File: src/rtl/prbs_pkg.sv
// Shared types and constants for the PRBS hex display: mode encoding,
// maximal-length LFSR tap masks and active-low seven-segment glyphs.
package prbs_pkg;

  typedef enum logic [1:0] {
    MODE_HOLD = 2'd0,
    MODE_STEP = 2'd1,
    MODE_FREE = 2'd2
  } mode_e;

  // Tap masks for next = {state[W-2:0], ^(state & mask)}, bit i = state[i].
  function automatic logic [15:0] tap_mask(input int unsigned width);
    logic [15:0] mask;
    case (width)
      3:       mask = 16'h0006;
      4:       mask = 16'h000C;
      5:       mask = 16'h0014;
      6:       mask = 16'h0030;
      7:       mask = 16'h0060;
      8:       mask = 16'h00B8;
      9:       mask = 16'h0110;
      10:      mask = 16'h0240;
      11:      mask = 16'h0500;
      12:      mask = 16'h0829;
      13:      mask = 16'h100D;
      14:      mask = 16'h2015;
      15:      mask = 16'h6000;
      16:      mask = 16'hD008;
      default: mask = 16'h0000;
    endcase
    return mask;
  endfunction

  // Active-low glyphs, bit order g..a.
  localparam logic [6:0] SEG_GLYPH [16] = '{
    7'b1000000, 7'b1111001, 7'b0100100, 7'b0110000,
    7'b0011001, 7'b0010010, 7'b0000010, 7'b1111000,
    7'b0000000, 7'b0010000, 7'b0001000, 7'b0000011,
    7'b1000110, 7'b0100001, 7'b0000110, 7'b0001110
  };

endpackage

File: src/rtl/prbs_hex_display_seg7_hex_decoder.sv
// Combinational 4-bit to active-low seven-segment hex decoder.
module seg7_hex_decoder
  import prbs_pkg::*;
(
  input  logic [3:0] i_nibble,
  output logic [6:0] o_seg
);

  always_comb begin
    o_seg = SEG_GLYPH[i_nibble];
  end

endmodule

File: src/rtl/prbs_hex_display.sv
// Maximal-length Fibonacci LFSR with hold / step / free-run advance and a
// registered active-low hex readout across N_DIGITS seven-segment digits.
module prbs_hex_display
  import prbs_pkg::*;
#(
  parameter  int unsigned WIDTH      = 7,
  parameter  int unsigned RESET_SEED = 1,
  parameter  int unsigned TICK_DIV   = 50_000_000,
  localparam int unsigned N_DIGITS   = (WIDTH + 3) / 4
) (
  input  logic                  i_clk,
  input  logic                  i_srst,
  input  logic [1:0]            i_mode,
  input  logic                  i_step,
  input  logic                  i_seedLoad,
  input  logic [WIDTH-1:0]      i_seed,
  output logic [WIDTH-1:0]      o_value,
  output logic                  o_advance,
  output logic [7*N_DIGITS-1:0] o_segments
);

  if (WIDTH < 3 || WIDTH > 16) begin : g_bad_width
    $error("prbs_hex_display: WIDTH must be within 3..16");
  end
  if (WIDTH'(RESET_SEED) == '0) begin : g_bad_seed
    $error("prbs_hex_display: RESET_SEED must be nonzero");
  end
  if (TICK_DIV < 1) begin : g_bad_div
    $error("prbs_hex_display: TICK_DIV must be at least 1");
  end

  localparam int unsigned     PW         = (TICK_DIV > 1) ? $clog2(TICK_DIV) : 1;
  localparam logic [PW-1:0]   PRESC_LAST = PW'(TICK_DIV - 1);
  localparam logic [WIDTH-1:0] TAP       = WIDTH'(tap_mask(WIDTH));
  localparam logic [WIDTH-1:0] SEED_RST  = WIDTH'(RESET_SEED);
  localparam logic [WIDTH-1:0] SEED_ONE  = WIDTH'(1);

  logic [WIDTH-1:0]      value_q, value_d;
  logic                  adv_q, adv_d;
  logic [7*N_DIGITS-1:0] seg_q, seg_d;
  logic [PW-1:0]         presc_q, presc_d;
  logic                  step_q, step_d;
  logic                  tick, advance;
  logic [4*N_DIGITS-1:0] padded;

  always_comb begin
    padded             = '0;
    padded[WIDTH-1:0]  = value_q;
  end

  for (genvar k = 0; k < N_DIGITS; k++) begin : g_digit
    seg7_hex_decoder u_dec (
      .i_nibble (padded[4*k +: 4]),
      .o_seg    (seg_d[7*k +: 7])
    );
  end

  // Prescaler only runs in FREE, so leaving or entering FREE restarts it at 0.
  always_comb begin
    step_d  = i_step;
    presc_d = '0;
    tick    = 1'b0;
    if (i_mode == MODE_FREE) begin
      if (presc_q == PRESC_LAST) tick = 1'b1;
      else                       presc_d = presc_q + PW'(1);
    end
    advance = tick || (i_mode == MODE_STEP && i_step && !step_q);

    value_d = value_q;
    adv_d   = 1'b0;
    if (i_seedLoad) begin
      value_d = (i_seed == '0) ? SEED_ONE : i_seed;
    end else if (advance) begin
      value_d = {value_q[WIDTH-2:0], ^(value_q & TAP)};
      adv_d   = 1'b1;
    end
  end

  always_ff @(posedge i_clk) begin
    if (i_srst) begin
      value_q <= SEED_RST;
      adv_q   <= 1'b0;
      seg_q   <= '1;
      presc_q <= '0;
      step_q  <= 1'b0;
    end else begin
      value_q <= value_d;
      adv_q   <= adv_d;
      seg_q   <= seg_d;
      presc_q <= presc_d;
      step_q  <= step_d;
    end
  end

  assign o_value    = value_q;
  assign o_advance  = adv_q;
  assign o_segments = seg_q;

endmodule

File: config.mk
export PLATFORM = sky130hd
export DESIGN_NAME = prbs_hex_display
export DESIGN_NICKNAME = d
export VERILOG_FILES = /design/src/rtl/prbs_pkg.sv /design/src/rtl/prbs_hex_display_seg7_hex_decoder.sv /design/src/rtl/prbs_hex_display.sv
export SDC_FILE = /design/constraint.sdc
export NUM_CORES = 1
export LEC_CHECK = 0
export ABC_AREA = 0
export ABC_CLOCK_PERIOD_IN_PS = 2290
export CAP_MARGIN = 20
export CORE_MARGIN = 1
export CORE_UTILIZATION = 50
export DETAILED_ROUTE_END_ITERATION = 7
export HOLD_SLACK_MARGIN = 0.05
export PLACE_DENSITY = 0.74
export REMOVE_ABC_BUFFERS = 1
export SLEW_MARGIN = 0
export SYNTH_ARGS = -nofsm -noshare
export SYNTH_HDL_FRONTEND = slang
export SYNTH_SLANG_ARGS = --single-unit
export TNS_END_PERCENT = 50
File: constraint.sdc
create_clock -name i_clk -period 2.29 [get_ports i_clk]
set_clock_uncertainty 0.05 [all_clocks]
set_input_delay 0.458 -clock i_clk [delete_from_list [all_inputs] [get_ports i_clk]]
set_output_delay 0.458 -clock i_clk [all_outputs]
set_load 0.05 [all_outputs]
### After elaboration in Yosys (flattened, before gate mapping)

Memory sizes are Yosys's and may differ from the RTL's. A register that Yosys moved wholly into a read port is not among the register bits.
Index checks and enable logic that the tools add are counted.
Widths: inputs -> output; s select.

* flip-flop bits (word level): 35
* latch bits: 0
* memory bits (writable): 0
* bits in read-only memories: 224
* output and inout port bits: 22
* word-level logic and storage cells: 28
* memories: 2

* $add $sub $neg: 1
* $mul: 0
* div/mod/pow operators: 0
* order comparisons: 0
* equal/unequal tests: 3
* shift operators: 0
* mux-type cells: 6
* bitwise operators: 3
* reductions and logical operators: 9

Memories
* (name not given): depth 16, bits a word 7, rd ports 1, clocked after Yosys merged registers in 1, write ports 0, RTL line prbs_hex_display_seg7_hex_decoder.sv:10 `o_seg = SEG_GLYPH[i_nibble];`
* (name not given): depth 16, bits a word 7, rd ports 1, clocked after Yosys merged registers in 1, write ports 0, RTL line prbs_hex_display_seg7_hex_decoder.sv:10

Operator list (number)
* $add 26x1->26 const B: 1
* $eq 26x26->1 const B: 1
* $mux 7: 3
* $logic_not 7->1: 1
* $reduce_xor 7->1: 1
* $not 3->5: 1
* $not 4->5: 1
* $mux 1: 3
* $reduce_or 3->1: 1
* $eq 2x1->1 const B: 1
* $eq 2x2->1 const B: 1
* $logic_and 1x1->1: 2
* $reduce_bool 2->1: 1
* $reduce_or 2->1: 1
* $logic_not 1->1: 1
* $logic_or 1x1->1: 1
* $not 1->1: 1

### Longest topological paths before layout

* depth after elaboration: 6
* gate-level depth with buffers: 7

### Cells and area by module

From an unflattened synthesis, not the netlist that was laid out.

* cells, all modules: 282
* area, all modules: 2542.4 sq um

By module, submodules not included
* prbs_hex_display: times used 1, cells each 219, area each 2004.4 sq um, seq. area each 980.9 sq um
* seg7_hex_decoder at g_digit[1].u_dec: times used 1, cells each 32, area each 275.3 sq um, seq. area each 0.0 sq um
* seg7_hex_decoder at g_digit[0].u_dec: times used 1, cells each 31, area each 262.8 sq um, seq. area each 0.0 sq um

### Worst setup path after synthesis

No wires, ideal clock.

* path type: reg-to-reg
* from: reg value_q[0], in the netlist o_value[0]
* to: reg seg_q[3], in the netlist o_segments[3]
* library setup time: 0.123 ns
* arrival: 1.966 ns
* data required time: 2.117 ns
* setup slack: 0.151 ns
* stages on the path, launching flop included: 6
* path buffers: 0
* clock period less this slack: 2.139 ns
* cell sequence: dfxtp_1 > inv_1 > ha_1 > inv_1 > mux4_2 > or2_2

* cells in the longest elaborated chain, start to end: 1

RTL lines
* start: declaration: RTL line prbs_hex_display.sv:38 `logic [WIDTH-1:0] value_q, value_d;`
* start signal: assignment: RTL line prbs_hex_display.sv:87 `value_q <= value_d;`
* $not 4->5 (not written as such): RTL line prbs_hex_display_seg7_hex_decoder.sv:10
* end: declaration: RTL line prbs_hex_display.sv:40 `logic [7*N_DIGITS-1:0] seg_q, seg_d;`

Every way passes these cells.
A chain may end at the register's enable or synchronous reset.

### Worst setup path in the final report

* from: reg value_q[0], in the netlist o_value[0]
* to: out o_value[0]

RTL lines
* end: declaration: RTL line prbs_hex_display.sv:17 `output logic [WIDTH-1:0] o_value,`

No word-level cell between the ends.

==> results.toml <==
[sta]
slew_violations = 0
finalHoldViolCount = 0
period_share = 0.9491
tightest_slew_ps = 563.9
fin_tns_setup_ps = 0
min_period_ps = 2173
timing.hold.ws_ps = 444.2
setup_viol = 0
grt_setup_unrepaired = "no"
maxSlewHeadroom = 0.6235
fmax_mhz = 460.1

[critical_path]
path_cells = "clkdlybuf4s50_1"
criticalPathCategory = "reg2out"
crit_arrival_ps = 1670
crit_path_end_kind = "output pin"
cp_max_fo = 9
worst_setup_path_start_kind = "flop"
cp.required_ps = 1780
crit_buf_inv = 1
crit_family = "buffers and inverters"
max_stage_delay_ps = 870
critPathSlowestCell = "clkdlybuf4s50_1"

[die]
die_area_sq_mm = 0.005214
die_h_um = 72.21
initial_core_util = 0.5219
boundaryPins = 35
coreArea_sq_mm = 0.004723
dieWidth_um = 72.21
rows = 25

[finish]
fin_cells = 377
seqCellArea_sq_um = 980.9
antenna-diode-count = 0
multi_input_area_sq_mm = 0.001379
fill_cells = 397
area_growth_pct = 23.10
layout_common_cells = "dfxtp_1, clkdlybuf4s50_1, nor2_1"
drive_gt1_frac = 0.1226
final_cell_area_sq_mm = 0.003034
final_common_cell = "dfxtp_1"
nets = 334

[yosys]
syn_area_sq_mm = 0.002465
synth_top_area_frac = 0.3980
synthXorXnorAreaFrac = 0.04264
synth_top_family_by_area = "simple AND/OR/NAND/NOR gates"
netlist-cell-type-count = 54
ys_warn_count = 0
synth.mux.area_fraction = 0.07766
synth_compound_area_frac = 0.1239
yosys.area_share.simple = 0.2543
synthCells = 270
synth_seq_area_share = 0.3980
syn_avg_cell_area_sq_um = 9.129
yosys-top-cells-area = "dfxtp_1, ha_1, nor2_1"
ys_ff_latch = 49
synth_adder_area_share = 0.06091
synth_top_cell_by_area = "dfxtp_1"

[drt]
ant_nets = 0
drtPass1Iterations = 4
wl_mm = 4.706
drcViolationCount = 0
drt_iter0_drc = 111
num_vias = 2002
post_drt_wl_per_cell_um = 12.48
viasPerCell = 5.310

[status]
status = "complete, no violations"

[placement]
routabilityCongestion = 0.7911
dp_hpwl_mm = 3.456
placed_area_sq_mm = 0.002918
place_inst = 369
portBuffers = 34

[pwr]
power_density_mw_per_mm2 = 623.7
p_leak_nw = 1.125
max-vdd-ir-drop_mv = 0.3458
total_power_mw = 1.892

[clocking]
cts.repair.resized = 0
cts.clk_slew.worst_paths_ps = 90
cts-root-buf = "clkbuf_8"
cts_buffer_depth = 2
insertion_delay_ps = 300
clkSinkCount = 49
post_cts_buffers = 0
cts_hold_buf = 0
cts_tree = "yes"
numCtsBuffers = 5
h-tree-depth = 2

[global_route]
grt_start_max_net_pins = 27
grt.overflow.total = 0
grt_pass1_vias = 1812
grt_pass1_wl_mm = 7.866
grt_use_total = 0.1913
antenna_found_initial = 0

[job]
max_cap_violations = 0

[min_path]
hold_class = "reg2reg"
## report_power, final
group / total (mW) / internal (mW) / switching (mW)
Clock: 0.627 / 0.356 / 0.271
Combinational: 0.354 / 0.144 / 0.210
Sequential: 0.912 / 0.887 / 0.0251
Total: 1.89 / 1.39 / 0.505
## cell usage after synthesis (all sizes together)
cell and n:
nand3b 1, xnor2 5, nor2 32, nand4 6, a221o 3, nand4b 1
a21o 1, o21ba 1, xor2 7, nand2b 4, and4 2, dfxtp 49
mux2 7, nand4bb 1, or4 6, a21oi 17, nor4b 1, a2111oi 1
o31ai 4, buf 6, and3 5, nand3 8, or4b 2, a211o 3
o21ai 13, a31oi 1, nor3 4, o21a 1, nor4bb 1, inv 11
mux2i 9, nand2 12, a21bo 1, clkbuf 7, or2 2, a2111o 1
ha 12, or3 8, and2 2, nor2b 5, nor4 5, or4bb 1
mux4 1
## registers in the layout, indices dropped and copies added (netlist names)
signal and flops:
o_advance 1, o_segments 14, o_value 7, presc_q 26, step_q 1
## metrics by stage
step | worst slack (ps) | util
4_1_cts | 108.8 | 0.6424
3_3_place_gp | 149.1 | 0.6177
3_5_place_dp | 116.6 | 0.6177
2_1_floorplan | 150.9 | -
6_report | 116.5 | 0.6424
5_1_grt | 40.68 | 0.6424
## cells by family (layout without fill, tap and decap cells)
| kind of cell | after synthesis | count (layout) |
|---|---|---|
| DFF | 49 | 49 |
| muxes | 17 | 17 |
| xor gates and xnor gates | 12 | 12 |
| and+or+nand+nor | 109 | 109 |
| adders and majority gates | 12 | 12 |
| buffers and inverters | 24 | 64 |
| AOI/OAI and AO/OA | 47 | 47 |
## worst paths after layout
check / endpoint / cells after the start / slack, ps / start
worst min register to register: presc_q[0] / 1 / 440 / presc_q[0]
worst max-delay path: o_value[0] / 1 / 120 / o_value[0]
worst min-delay path: presc_q[0] / 1 / 440 / presc_q[0]
worst max register to register: presc_q[20] / 5 / 190 / presc_q[0]
## layout make-up
cell class / count / area share
multi-input cells: 197 / 0.4544
flip-flops and latches: 49 / 0.3233
repair buffers: 45 / 0.1427
clock buffers: 7 / 0.02845
well taps: 67 / 0.02763
inverters: 11 / 0.01361
clock inverters: 1 / 0.009897
## per-layer routing
metal / GRT usage / up-vias / share of wire
met5: 0 / - / 0
met1: 0.2234 / 921 / 0.49
met2: 0.3385 / 33 / 0.46
met4: 0.07190 / 0 / 0.013
met3: 0.04583 / 7 / 0.036
li1: - / 1041 / -
(Power assumes the default switching activity.)
